===== src/rtl/common_pkg.sv =====
// Shared scalar aliases and instruction-bus transaction types.
package common_pkg;

    typedef logic [63:0] u64;
    typedef logic [31:0] u32;

    typedef struct packed {
        logic valid;
        u64   addr;
    } ibus_req_t;

    typedef struct packed {
        logic addr_ok;
        logic data_ok;
        u32   data;
    } ibus_resp_t;

endpackage


===== src/rtl/pipes_pkg.sv =====
// Pipeline-stage types shared between the front-end blocks.
package pipes_pkg;
    import common_pkg::*;

    typedef struct packed {
        u64 pc;
        u32 instr;
    } fetch_entry_t;

    typedef enum logic [1:0] {
        FQ_IDLE  = 2'd0,
        FQ_WAIT  = 2'd1,
        FQ_DRAIN = 2'd2
    } fq_state_e;

endpackage


===== src/rtl/ifetch_queue.sv =====
// Instruction fetch queue: issues one bus request at a time into a reserved
// slot of a circular buffer and presents the oldest entry to decode.
//
// state | meaning
// IDLE  | no request outstanding; issue at fetch_pc when a slot is free
// WAIT  | request outstanding; its word will be pushed on data_ok
// DRAIN | request outstanding but flushed; its word is dropped on data_ok
module ifetch_queue
    import common_pkg::*;
    import pipes_pkg::*;
#(
    parameter int DEPTH    = 4,
    parameter u64 RESET_PC = 64'h8000_0000
) (
    input  logic                     clk,
    input  logic                     reset,
    output ibus_req_t                ireq,
    input  ibus_resp_t               iresp,
    input  logic                     redirect_valid,
    input  u64                       redirect_pc,
    output logic                     out_valid,
    input  logic                     out_ready,
    output u64                       out_pc,
    output u32                       out_instr,
    output logic [$clog2(DEPTH):0]   count
);

    localparam int PW = $clog2(DEPTH);
    localparam int CW = PW + 1;

    fq_state_e      state;
    fq_state_e      state_nx;
    u64             fetch_pc;
    u64             req_addr;
    u64             bus_addr;
    logic [PW-1:0]  head;
    logic [PW-1:0]  tail;
    fetch_entry_t   mem [DEPTH];

    logic           has_room;
    logic           req_valid;
    logic           push;
    logic           pop;
    logic           unused_bits;

    assign unused_bits = ^{iresp.addr_ok, redirect_pc[1:0]};

    // A request only starts with a free slot; one outstanding request at a
    // time means that slot stays reserved until its data arrives.
    assign has_room = (count < CW'(DEPTH));

    always_comb begin
        req_valid = 1'b0;
        if (reset) begin
            if (state == FQ_IDLE) begin
                req_valid = has_room && !redirect_valid;
            end else begin
                req_valid = 1'b1;
            end
        end
    end

    assign bus_addr = (state == FQ_IDLE) ? fetch_pc : req_addr;

    always_comb begin
        ireq       = '0;
        ireq.valid = req_valid;
        ireq.addr  = bus_addr;
    end

    assign push      = req_valid && iresp.data_ok && (state != FQ_DRAIN) && !redirect_valid;
    assign pop       = out_valid && out_ready && !redirect_valid;
    assign out_valid = (count != '0);
    assign out_pc    = mem[head].pc;
    assign out_instr = mem[head].instr;

    always_comb begin
        state_nx = state;
        case (state)
            FQ_IDLE: begin
                if (req_valid && !iresp.data_ok) begin
                    state_nx = FQ_WAIT;
                end
            end
            FQ_WAIT: begin
                if (iresp.data_ok) begin
                    state_nx = FQ_IDLE;
                end else if (redirect_valid) begin
                    state_nx = FQ_DRAIN;
                end
            end
            FQ_DRAIN: begin
                if (iresp.data_ok) begin
                    state_nx = FQ_IDLE;
                end
            end
            default: state_nx = FQ_IDLE;
        endcase
    end

    always_ff @(posedge clk or negedge reset) begin
        if (!reset) begin
            state    <= FQ_IDLE;
            fetch_pc <= RESET_PC;
            req_addr <= RESET_PC;
            head     <= '0;
            tail     <= '0;
            count    <= '0;
        end else begin
            state <= state_nx;
            // Latch the issued address so it holds even if a redirect moves fetch_pc.
            if (state == FQ_IDLE) begin
                req_addr <= fetch_pc;
            end
            if (redirect_valid) begin
                fetch_pc <= {redirect_pc[63:2], 2'b00};
            end else if (push) begin
                fetch_pc <= bus_addr + 64'd4;
            end
            if (redirect_valid) begin
                tail  <= head;
                count <= '0;
            end else begin
                if (push) begin
                    tail <= tail + PW'(1);
                end
                if (pop) begin
                    head <= head + PW'(1);
                end
                case ({push, pop})
                    2'b10:   count <= count + CW'(1);
                    2'b01:   count <= count - CW'(1);
                    default: count <= count;
                endcase
            end
        end
    end

    always_ff @(posedge clk) begin
        if (push) begin
            mem[tail] <= '{pc: bus_addr, instr: iresp.data};
        end
    end

endmodule


===== config.mk =====
export PLATFORM = sky130hd
export DESIGN_NAME = ifetch_queue
export DESIGN_NICKNAME = d
export VERILOG_FILES = /design/src/rtl/common_pkg.sv /design/src/rtl/pipes_pkg.sv /design/src/rtl/ifetch_queue.sv
export SDC_FILE = /design/constraint.sdc
export NUM_CORES = 1
export LEC_CHECK = 0
export CORE_MARGIN = 5
export CORE_UTILIZATION = 35
export CTS_BUF_LIST = sky130_fd_sc_hd__clkbuf_8
export CTS_CLUSTER_SIZE = 14
export DETAILED_ROUTE_END_ITERATION = 10
export PLACE_DENSITY = 0.64
export REMOVE_ABC_BUFFERS = 1
export SETUP_SLACK_MARGIN = 0.5
export SYNTH_ARGS = -nofsm -noshare
export SYNTH_HDL_FRONTEND = slang
export SYNTH_SLANG_ARGS = --single-unit

===== constraint.sdc =====
create_clock -name clk -period 4.2 [get_ports clk]
set_input_delay 0.63 -clock clk [delete_from_list [all_inputs] [get_ports clk]]
set_output_delay 0.63 -clock clk [all_outputs]
set_load 0.01 [all_outputs]

==> PnR_summary.wiki, run 1 <==
{| class="wikitable"
! Metric !! Value
|-
| Global-route wire length before repair || 95400 µm
|-
| Critical Setup Path Class || flop to output pin
|-
| Maximum clock insertion buffer count || 3
|-
| Floorplan die area || ~70000 µm²
|-
| Number of sinks handled by clock tree synthesis || approximately 520
|-
| Post-route worst hold slack || about 0.15 ns
|-
| Outcome || finished, final reports clean
|-
| Critical Path Start Type || flop
|-
| Per-instance average area after synthesis || 15.1 µm²
|-
| Top-area cell type share of the netlist area || 51.6%
|-
| Most numerous cell types in the synthesized netlist || edfxtp_1 (384), nand2_1 (255), dfrtp_1 (135), mux4_2 (96), clkbuf_1 (49)
|-
| Antenna violations before repair || 5
|-
| Share of flip-flops with an asynchronous set or reset after synthesis || 26.3%
|-
| Placement-stage worst setup slack || 0.506 ns
|-
| Part of the Yosys area used for sequential elements || 66.9%
|-
| Count of input and output buffers || around 260
|-
| Slew at the pin closest to its max-slew limit || 1.10 ns
|-
| Predominant post-synthesis flop cell || edfxtp_1
|-
| Clk slew on worst S/H paths || roughly 0.06 ns
|-
| Class of the most critical hold timing path || input port to async pin
|-
| WP data required || 3.57 ns
|-
| Fraction of the core area covered by cells at the end of the flow || 44.1%
|-
| Unrepaired setup endpoints after global routing || true
|-
| Global placer's final weighted congestion || approximately 0.85
|-
| Final setup violation count || 0
|-
| Die boundary width || 263 µm
|-
| Dominant cell by count in the synthesized netlist || edfxtp_1
|-
| Total standard cell area after synthesis || 22400 µm²
|-
| Largest fanout on the critical path || 29
|-
| Crit path time final || 3.65 ns
|-
| Total congestion overflow || 0
|-
| Number of buffers created by CTS || 88
|-
| DRT Wirelength || 62800 µm
|-
| Endpoint of the worst-slack reg-to-reg timing path || fetch_pc[52]
|-
| Setup slack of the worst register-to-register path || 0.78 ns
|-
| Average wire per cell in the routed design || 23.2 µm
|-
| Flop and latch count out of synthesis || about 520
|-
| Fin area || 27900 µm²
|-
| Endpoints failing hold || 0
|-
| Number of cell instances on the worst register-to-register path || 11
|-
| Clock root buffer || clkbuf_8
|-
| Slew Limit Headroom || 26.8%
|-
| CORE AREA || ~63000 µm²
|-
| Worst Setup SP || state[1]
|-
| Area growth, synth to finish || 24.6%
|-
| Vias per Instance || approximately 5.4
|-
| Vias post-DR || 14600
|-
| Clock latency at the later pin of the worst-skew pair || roughly 0.68 ns
|-
| Cell types with the largest area share after synthesis || edfxtp_1 (52%), dfrtp_1 (15%), mux4_2 (9.7%)
|-
| Biggest area consumer among synthesized cells || edfxtp_1
|-
| Clock Skew || about 0.040 ns
|-
| Remaining DRCs || 0
|-
| Fmax || 274 MHz
|-
| Lkg Pwr || 9.64 nW
|-
| Sum Neg Setup Slack || 0 ns
|-
| Cts hold-fix bufs || 0
|-
| Total count of max-transition violations in the final report || 0
|-
| Top-Level Pins || 267
|-
| Endpoint type of the worst setup path || output pin
|-
| Final period util || 86.8%
|-
| Synth warnings || 0
|-
| Detailed router's first-iteration violation count || about 1300
|-
| Setup slack of the critical path after layout || 0.555 ns
|-
| FP Rows || 92
|-
| Via count of the first global-routing pass || between 15000 and 20000
|-
| Post-Place Cell Area || approximately 26000 µm²
|-
| Gr usage total || roughly 18%
|-
| Power density of the placed cells || 528 nW/µm²
|-
| Starting density of the core || 35.4%
|-
| HPWL Detailed || 40600 µm
|-
| Number of filler instances in the final layout || roughly 5600
|-
| Number of nets still failing antenna checks after routing || 0
|-
| Data arrival time of the critical path || 3.02 ns
|-
| Pin count of the biggest net entering global routing || 79
|-
| Layout cell share with drive strength beyond 1 || 17.9%
|-
| Number of standard cells after synthesis || 1476
|-
| CTS tree || yes
|-
| Number of flops mapped to enable cells by yosys || 384
|-
| First-pass detailed-route iteration total || 6
|-
| CTS HTree Levels || 3
|-
| Die height || 263 µm
|-
| MaxCap Viol Count || 0
|-
| Number of distinct library cell variants in the gate-level netlist after synthesis || 61
|-
| NumNets Final || ~1900
|-
| Startpoint of the lowest-slack register-to-register path || state[1]
|-
| Critical path endpoint || ireq[57]
|-
| Worst ir drop on vdd || 0.000290 V
|}
==> critical path, stage by stage, from the launching register on <==
cell,delay (ns)
dfrtp_4,0.60
or2_2,0.37
buf_4,0.26
mux2_2,0.46
clkdlybuf4s50_1,0.59
==> kinds of logic (layout without fill, tap and decap cells) <==
logic type,after synthesis,in the layout,synth area share [%]
AND/OR/NAND/NOR,455,455,10.9
multiplexers,123,123,11.0
adder cells (fa/ha/maj),6,6,0.369
XOR/XNOR,56,56,2.19
flip-flops,521,521,66.9
AO/OA/AOI/OAI,213,213,6.69
buffers and inverters,102,486,1.94
other,0,1,0
==> registers in the layout, summed over array words and instances, names as in the netlist <==
| name | cells |
|---|---|
| count | 3 |
| fetch_pc | 64 |
| head | 2 |
| mem | 384 |
| req_addr | 64 |
| state | 2 |
| tail | 2 |
==> through the flow <==
stage,std cells,power [mW]
finish,2707,14.7
global route,2706,15.5
CTS,2706,15.0
detailed placement,2545,10.8
global placement,2545,10.8
floorplan,1385,8.77
==> layer usage <==
layer / GRT usage, % / up-vias / part of all wire, %
met3: 4.50 / 110 / 6.8
li1: - / 6432 / -
met2: 29.6 / 512 / 50
met4: 5.40 / 8 / 2.3
met5: 0 / - / 0.075
met1: 23.2 / 7490 / 41
==> worst min-delay path by stage <==
stage | slack [ns] | to | startpoint
after floorplan | 0.33 | count[0] | reset
after global placement | 0.50 | fetch_pc[62] | fetch_pc[62]
after detailed placement | 0.53 | fetch_pc[56] | fetch_pc[56]
after CTS | 0.12 | fetch_pc[10] | reset
after global routing | 0.19 | count[2] | reset
final | 0.15 | count[2] | reset
==> power breakdown <==
group          internal (mW)  leakage (nW)  switching, mW
Clock                   2.01         0.922           2.03
Combinational           2.27          3.56           2.09
Sequential              6.00          5.15          0.296
==> area by class of cell <==
cell class	count	area [µm²]	area share, %
multi-input combinational	853	7020	25.2
clock buffer	91	1250	4.50
sequential	521	15000	53.8
clock inverter	68	303	1.09
timing repair buffer	316	3200	11.5
inverter	11	41.3	0.148
tap	846	1060	3.80
antenna	1	2.50	0.00899
==> timing repair <==
action | in CTS | in global routing
gates resized for setup | 17 | 3
buffers inserted | 2 | 0
setup endpoints to repair | 56 | 15
==> cells in the final DEF, fill, tap and decap left out, types with 23 or more instances in the layout <==
cell type / netlist / layout
a21oi_1: 30 / 29
nand2_1: 255 / 246
xnor2_1: 44 / 44
dfrtp_1: 135 / 131
a22oi_1: 32 / 32
o221ai_1: 23 / 23
o21ai_0: 38 / 38
clkdlybuf4s50_1: 0 / 258
edfxtp_1: 384 / 384
or4bb_1: 26 / 26
nor2_1: 35 / 34
mux4_2: 96 / 96
nand4_1: 23 / 23
clkbuf_8: 0 / 91
o211ai_1: 45 / 45
buf_4: 7 / 39
inv_1: 11 / 41
(Power assumes the default switching activity.)
==> run 2, diff against run 1 <==
CTS_CLUSTER_SIZE = default   (was 14)
MAX_ROUTING_LAYER = met4   (was default)
==> run 2 against run 1 <==
  * Critical path depth unchanged
  * Largest power group unchanged
  * Count of clock-buffer cells in the layout is the same
  * Critical endpoint is now ireq[53]
  * Sequential share of layout area hardly changed
  * Largest cell class unchanged
  * Maximum frequency is 0.94% higher
  * Flip-flop and latch count is the same
  * Critical path type unchanged
  * Sequential power is essentially flat
  * Combinational power hardly changed
  * Cell count increased by 0.15%
  * Utilization about the same
==> PnR_summary.wiki, run 2 (same netlist as run 1, synthesis figures left out) <==
{| class="wikitable"
! Metric !! Value
|-
| Outcome || finished, final reports clean (unchanged)
|-
| GR met3 Demand/Resource || 4.32% (was 4.50%)
|-
| Antenna violations before repair || 5 (unchanged)
|-
| Layout cell share with drive strength beyond 1 || 18.0% (was 17.9%)
|-
| Endpoint type of the worst setup path || output pin (unchanged)
|-
| Global placer's final weighted congestion || 0.860 (was 0.846)
|-
| Clock Skew || 0.0436 ns (was 0.0405 ns)
|-
| Via count of the first global-routing pass || 15300 (about the same)
|-
| Unrepaired setup endpoints after global routing || false (was true)
|-
| Critical Path Start Type || flop (unchanged)
|-
| Number of flip-flops under the largest register name || 384 (unchanged)
|-
| WP data required || 3.57 ns (about the same)
|-
| Count of input and output buffers || 263 (unchanged)
|-
| Detailed router's first-iteration violation count || 1279 (was 1294)
|-
| Crit path time final || 3.61 ns (was 3.65 ns)
|-
| Vias per Instance || 5.36 (was 5.38)
|-
| Pin count of the biggest net entering global routing || 79 (unchanged)
|-
| Final period util || 86.0% (was 86.8%)
|-
| Number of nets still failing antenna checks after routing || 0 (unchanged)
|-
| Data arrival time of the critical path || 2.98 ns (was 3.02 ns)
|-
| Fin area || 27900 µm² (about the same)
|-
| GR Util met1 || 23.4% (was 23.2%)
|-
| Post-Place Cell Area || 26200 µm² (unchanged)
|-
| Fraction of the core area covered by cells at the end of the flow || 44.1% (about the same)
|-
| Clock root buffer || clkbuf_8 (unchanged)
|-
| Sum of internal, switching and leakage power || 14.7 mW (about the same)
|-
| Flop pwr share || 42.8% (about the same)
|-
| Net Switching || 4.42 mW (was 4.41 mW)
|-
| Number of buffers created by CTS || 88 (unchanged)
|-
| Global-route wire length before repair || 95500 µm (was 95400 µm)
|-
| Endpoints failing hold || 0 (unchanged)
|-
| Worst ir drop on vdd || 0.000293 V (was 0.000290 V)
|-
| Placed Cells || 2545 (unchanged)
|-
| NumNets Final || 1899 (unchanged)
|-
| Met2 routing resource usage after global routing || 29.7% (was 29.6%)
|-
| Class of the most critical hold timing path || input port to async pin (unchanged)
|-
| Busiest layer in global routing || met2 (unchanged)
|-
| Number of standard cells in the final layout excluding fillers || 2711 (was 2707)
|-
| Internal power of the cells || 10.3 mW (about the same)
|-
| First-pass detailed-route iteration total || 5 (was 6)
|-
| Slew at the pin closest to its max-slew limit || 1.08 ns (was 1.10 ns)
|-
| Share of power burned in combinational logic || 29.7% (about the same)
|-
| Share of total power in the clock network || 27.5% (about the same)
|-
| CTS tree || yes (unchanged)
|-
| Register with the highest flop count || mem (unchanged)
|-
| CORE AREA || 63200 µm² (unchanged)
|-
| Area of the multi-input gates || 7030 µm² (was 7020 µm²)
|-
| Slew Limit Headroom || 28.2% (was 26.8%)
|-
| Share of total power consumed by net switching || 30.1% (was 30.0%)
|-
| Total area of sequential cells || 15000 µm² (unchanged)
|-
| Average wire per cell in the routed design || 23.2 µm (about the same)
|-
| Die height || 263 µm (unchanged)
|-
| Gr usage total || 18.4% (was 17.8%)
|-
| Top-Level Pins || 267 (unchanged)
|-
| MaxCap Viol Count || 0 (unchanged)
|-
| Maximum clock insertion buffer count || 3 (unchanged)
|-
| Lkg Pwr || 9.65 nW (was 9.64 nW)
|-
| Final setup violation count || 0 (unchanged)
|-
| DRT Wirelength || 62900 µm (was 62800 µm)
|-
| Starting density of the core || 35.4% (unchanged)
|-
| FP Rows || 92 (unchanged)
|-
| Power density of the placed cells || 528 nW/µm² (about the same)
|-
| Total count of max-transition violations in the final report || 0 (unchanged)
|-
| CTS HTree Levels || 3 (unchanged)
|-
| Total congestion overflow || 0 (unchanged)
|-
| Fmax || 277 MHz (was 274 MHz)
|-
| Clock latency at the later pin of the worst-skew pair || 0.69 ns (was 0.68 ns)
|-
| HPWL Detailed || 40600 µm (unchanged)
|-
| Remaining DRCs || 0 (unchanged)
|-
| Number of sinks handled by clock tree synthesis || 521 (unchanged)
|-
| Clk slew on worst S/H paths || 0.06 ns (about the same)
|-
| Critical Setup Path Class || flop to output pin (unchanged)
|-
| Regs by FF count || mem (384), fetch_pc (64), req_addr (64) (unchanged)
|-
| Die boundary width || 263 µm (unchanged)
|-
| Floorplan die area || 69000 µm² (unchanged)
|-
| Cts hold-fix bufs || 0 (unchanged)
|-
| Largest fanout on the critical path || 29 (unchanged)
|-
| Area growth, synth to finish || 24.7% (was 24.6%)
|-
| Vias post-DR || 14500 (was 14600)
|-
| Number of filler instances in the final layout || 5588 (was 5590)
|-
| Commonest cells after routing, fill and taps aside || edfxtp_1 (384), clkdlybuf4s50_1 (258), nand2_1 (246) (unchanged)
|-
| Most common cell after layout, fill and taps aside || edfxtp_1 (unchanged)
|}
==> run 2: cell count changes in the layout (fill, tap and decap cells not counted) <==
cell | before | now
diode_2 | 1 | 5
mux2_4 | 0 | 2
mux2_2 | 17 | 15
mux2i_2 | 0 | 1
mux2i_1 | 10 | 9
==> run 2: through the flow <==
stage,setup WS (ns),setup TNS [ns],hold slack (ns)
floorplan,-2.28,-986.98,0.334
global placement,0.628,0,0.502
detailed placement,0.506,0,0.533
CTS,0.505,0,0.122
global route,0.509,0,0.197
finish,0.589,0,0.149
==> run 2: repair_timing <==
action	CTS	global route
endpoints found under the hold margin	0	0
resized for setup	17	6
setup endpoints to repair	56	16
buffers inserted	2	0
gates cloned	0	0
==> run 2: path summary, 6_finish.rpt <==
kind                                 to           start  cells after the start  slack [ns]
setup / recovery               ireq[53]        state[1]                      4        0.59
setup reg to reg           fetch_pc[48]        state[1]                     11        0.81
hold / removal                 count[2]           reset                      2        0.15
min in group clk               count[0]  redirect_valid                      2        0.38
hold reg to reg            fetch_pc[56]    fetch_pc[56]                      2        0.54
max in group asynchronous  fetch_pc[33]           reset                      3        2.42
==> run 2: power groups by stage <==
stage          logic, mW  clock network (mW)  registers [mW]
2_1_floorplan       2.18                   0            6.59
3_3_place_gp        4.41                   0            6.39
3_5_place_dp        4.44                   0            6.40
4_1_cts             4.48                4.20            6.30
5_1_grt             4.69                4.43            6.33
6_report            4.37                4.05            6.30
==> run 2: routing by layer <==
| layer | vias up | wire length, µm |
|---|---|---|
| met5 | - | 0 |
| met4 | 0 | 1340 |
| met3 | 99 | 4340 |
| met2 | 530 | 31200 |
| met1 | 7440 | 26000 |
| li1 | 6450 | - |
==> run 2: area by class of cell <==
cell class	count	area share, %
well taps	846	3.80
inverters	11	0.148
multi-input cells	853	25.2
repair buffers	316	11.5
diodes	5	0.0449
clock inverters	68	1.09
flip-flops and latches	521	53.7
clock buffers	91	4.49
==> run 2: worst max-delay path, stage by stage, from the launching register on <==
cell and delay, ns:
dfrtp_4 0.60, or2_2 0.37, buf_4 0.26, mux2_2 0.42
clkdlybuf4s50_1 0.59
==> run 3, diff against run 2 <==
--- a/config.mk
+++ b/config.mk
@@ -12,3 +12,3 @@
 export MAX_ROUTING_LAYER = met4
-export PLACE_DENSITY = 0.64
+export PLACE_DENSITY = 0.62
 export REMOVE_ABC_BUFFERS = 1
==> constraint.sdc (replaced) <==
create_clock -name clk -period 3.8 [get_ports clk]
set_input_delay 0.57 -clock clk [delete_from_list [all_inputs] [get_ports clk]]
set_output_delay 0.57 -clock clk [all_outputs]
set_load 0.005 [all_outputs]
==> run 3 against run 2 <==
  * Flip-flop and latch count is the same
  * Routed wire length increased by 5.7%
  * Cell count grew 3.1%
  * Sequential share of layout area shrank 2.3 points
  * Non-clock buffer count increased by 65
  * Global-route usage rose by 0.66 points
==> PnR_summary.wiki, run 3 (same netlist as run 1, synthesis figures left out) <==
{| class="wikitable"
! Metric !! Value
|-
| Outcome || finished, final reports clean (unchanged)
|-
| Slowest cell on crit path || or3b_2 (was dfrtp_4)
|-
| Number of sinks handled by clock tree synthesis || 521 (unchanged)
|-
| Vias post-DR || 15000 (was 14500)
|-
| Clock root buffer || clkbuf_8 (unchanged)
|-
| Final period util || 87.2%
|-
| Cell class contributing the biggest share of worst-path delay || buffers and inverters (unchanged)
|-
| Average wire per cell in the routed design || 23.8 µm (was 23.2 µm)
|-
| Clk slew on worst S/H paths || 0.06 ns (about the same)
|-
| Lkg Pwr || 10.3 nW (was 9.65 nW)
|-
| Crit path top cell by count || buf_12
|-
| Area growth, synth to finish || 30.1% (was 24.7%)
|-
| Data arrival time of the critical path || 2.74 ns (was 2.98 ns)
|-
| Number of cell instances on the worst register-to-register path || 8 (was 11)
|-
| Die boundary width || 263 µm (unchanged)
|-
| Via count of the first global-routing pass || 15100 (was 15300)
|-
| Starting density of the core || 35.4% (unchanged)
|-
| Global placer's final weighted congestion || 0.887 (was 0.860)
|-
| Antenna violations before repair || 6 (was 5)
|-
| Endpoints failing hold || 0 (unchanged)
|-
| First-pass detailed-route iteration total || 6 (was 5)
|-
| Setup slack of the worst register-to-register path || 0.53 ns (was 0.81 ns)
|-
| Detailed router's first-iteration violation count || 1323 (was 1279)
|-
| Post-Place Cell Area || 26500 µm² (was 26200 µm²)
|-
| CORE AREA || 63200 µm² (unchanged)
|-
| DRT Wirelength || 66500 µm (was 62900 µm)
|-
| Uppermost signal routing layer after detailed routing || met4 (unchanged)
|-
| Maximum clock insertion buffer count || 3 (unchanged)
|-
| Gr usage total || 19.1% (was 18.4%)
|-
| Number of filler instances in the final layout || 5565 (was 5588)
|-
| Sum Neg Setup Slack || 0 ns (unchanged)
|-
| Final setup violation count || 0 (unchanged)
|-
| WP data required || 3.23 ns (was 3.57 ns)
|-
| Commonest cells after routing, fill and taps aside || edfxtp_1 (384), clkdlybuf4s50_1 (254), nand2_1 (231) (was edfxtp_1 (384), clkdlybuf4s50_1 (258), nand2_1 (246))
|-
| Startpoint of the lowest-slack register-to-register path || state[1] (unchanged)
|-
| CTS tree || yes (unchanged)
|-
| Fin area || 29100 µm² (was 27900 µm²)
|-
| Fmax || 302 MHz
|-
| Placement-stage worst setup slack || 0.513 ns (was 0.506 ns)
|-
| Critical Path, Cell by Cell || buf_12 > buf_12 > or3b_2 > nand2_2 > clkdlybuf4s50_1 (was or2_2 > buf_4 > mux2_2 > clkdlybuf4s50_1)
|-
| Crit path time final || about 3.3 ns
|-
| Number of buffers created by CTS || 92 (was 88)
|-
| Layout cell share with drive strength beyond 1 || 22.4% (was 18.0%)
|-
| CTS HTree Levels || 3 (unchanged)
|-
| Number of nets still failing antenna checks after routing || 0 (unchanged)
|-
| Largest fanout on the critical path || 55 (was 29)
|-
| Worst path bufs/invs || 3 (was 2)
|-
| Die height || 263 µm (unchanged)
|-
| Routed wire length on met2 || 33200 µm (was 31200 µm)
|-
| Most common cell after layout, fill and taps aside || edfxtp_1 (unchanged)
|-
| Total congestion overflow || 0 (unchanged)
|-
| NumNets Final || 1968 (was 1899)
|-
| Regs by FF count || mem (384), fetch_pc (64), req_addr (64) (unchanged)
|-
| Critical Setup Path Class || flop to output pin (unchanged)
|-
| Critical Path Start Type || flop (unchanged)
|-
| HPWL Detailed || 42800 µm (was 40600 µm)
|-
| Vias per Instance || 5.37 (was 5.36)
|-
| Number of flip-flops under the largest register name || 384 (unchanged)
|-
| Global-route wire length before repair || 98400 µm (was 95500 µm)
|-
| Cts hold-fix bufs || 0 (unchanged)
|-
| Top-Level Pins || 267 (unchanged)
|-
| Class of the most critical hold timing path || input port to async pin (unchanged)
|-
| Clock Skew || 0.0459 ns (was 0.0436 ns)
|-
| MaxCap Viol Count || 0 (unchanged)
|-
| Remaining DRCs || 0 (unchanged)
|-
| FP Rows || 92 (unchanged)
|-
| Power density of the placed cells || 589 nW/µm² (was 528 nW/µm²)
|-
| Floorplan die area || 69000 µm² (unchanged)
|-
| Length of routed met3 wiring || 4820 µm (was 4340 µm)
|-
| Detailed-route wire length on metal 1 || 27400 µm (was 26000 µm)
|-
| Clock latency at the later pin of the worst-skew pair || 0.70 ns (was 0.69 ns)
|-
| Number of cells on the critical path || 5 (was 4)
|-
| Endpoint of the worst-slack reg-to-reg timing path || fetch_pc[42] (was fetch_pc[48])
|-
| Worst ir drop on vdd || 0.000325 V (was 0.000293 V)
|-
| Pin count of the biggest net entering global routing || 140 (was 79)
|-
| Total count of max-transition violations in the final report || 0 (unchanged)
|-
| Delay of the slowest critical-path stage || 0.53 ns (was 0.60 ns)
|-
| Unrepaired setup endpoints after global routing || true (was false)
|-
| Count of input and output buffers || 263 (unchanged)
|-
| Endpoint type of the worst setup path || output pin (unchanged)
|-
| Setup slack of the critical path after layout || 0.488 ns (was 0.589 ns)
|-
| Slew Limit Headroom || 32.9% (was 28.2%)
|-
| Slew at the pin closest to its max-slew limit || 1.00 ns (was 1.08 ns)
|-
| Register with the highest flop count || mem (unchanged)
|}
-- run 3: changes by cell type in the layout (fill, tap and decap cells not counted), moves of 6 or more --
cell | previous run | this run
buf_4 | 39 | 85
bufinv_16 | 0 | 6
clkbuf_8 | 91 | 102
clkinv_1 | 17 | 9
inv_1 | 41 | 49
mux2_2 | 15 | 9
mux2_4 | 2 | 8
nand2_1 | 246 | 231
nand2_2 | 9 | 19
nor4_1 | 17 | 10
-- run 3: metal layers --
layer	global-route usage, %	vias up
li1	-	6601
met1	24.5	7781
met2	31.0	547
met3	4.57	95
met4	4.37	0
met5	-	-
-- run 3: power by group --
group          switching (mW)  leakage [nW]  internal [mW]  total, mW
sequential              0.300          5.15           6.63       6.93
clock                    2.38          1.11           2.89       5.27
combinational            2.21          4.08           2.71       4.92
total                    4.89          10.3           12.2       17.1
-- run 3: area by class of cell --
cell class,count,area (µm²),area share [%]
Antenna cell,10,25.0,0.0860
Clock buffer,102,1400,4.83
Clock inverter,72,483,1.66
Inverter,11,41.3,0.142
Multi-Input combinational cell,853,7220,24.8
Sequential cell,521,15000,51.5
Tap cell,846,1060,3.64
Timing Repair Buffer,381,3880,13.4
-- run 3: stage by stage --
stage          power (mW)  cells  hold WS (ns)  util [%]
2_1_floorplan        9.44   1385         0.274         -
3_3_place_gp         11.8   2577         0.502      42.0
3_5_place_dp         11.8   2577         0.503      42.0
4_1_cts              17.3   2765        0.0417      45.4
5_1_grt              18.0   2791        0.0931      46.0
6_report             17.1   2796        0.0335      46.0
-- run 3: worst max path at each step --
stage | from | to | slack [ns]
5_1_grt | head[0] | out_pc[59] | 0.37
4_1_cts | state[1] | fetch_pc[47] | 0.40
3_5_place_dp | state[1] | fetch_pc[61] | 0.51
6_report | state[1] | ireq[56] | 0.49
3_3_place_gp | state[1] | fetch_pc[61] | 0.59
2_1_floorplan | state[0] | mem[0][0] | -2.68
-- run 3: timing repair --
| item | CTS | global route |
|---|---|---|
| gates cloned | 1 | 4 |
| pin swaps | 0 | 2 |
| hold endpoints to repair | 0 | 0 |
| setup buffers | 13 | 17 |
| setup endpoints to repair | 134 | 113 |
| resized for setup | 48 | 36 |
-- run 3: worst reg2reg max path, cell delays in order, from the launching register on --
cell	delay (ns)
dfrtp_4	0.52
buf_12	0.16
buf_12	0.17
or4bb_1	0.61
a22oi_1	0.40
nand4_2	0.44
nor4_2	0.50
xnor2_1	0.16
o221ai_1	0.13
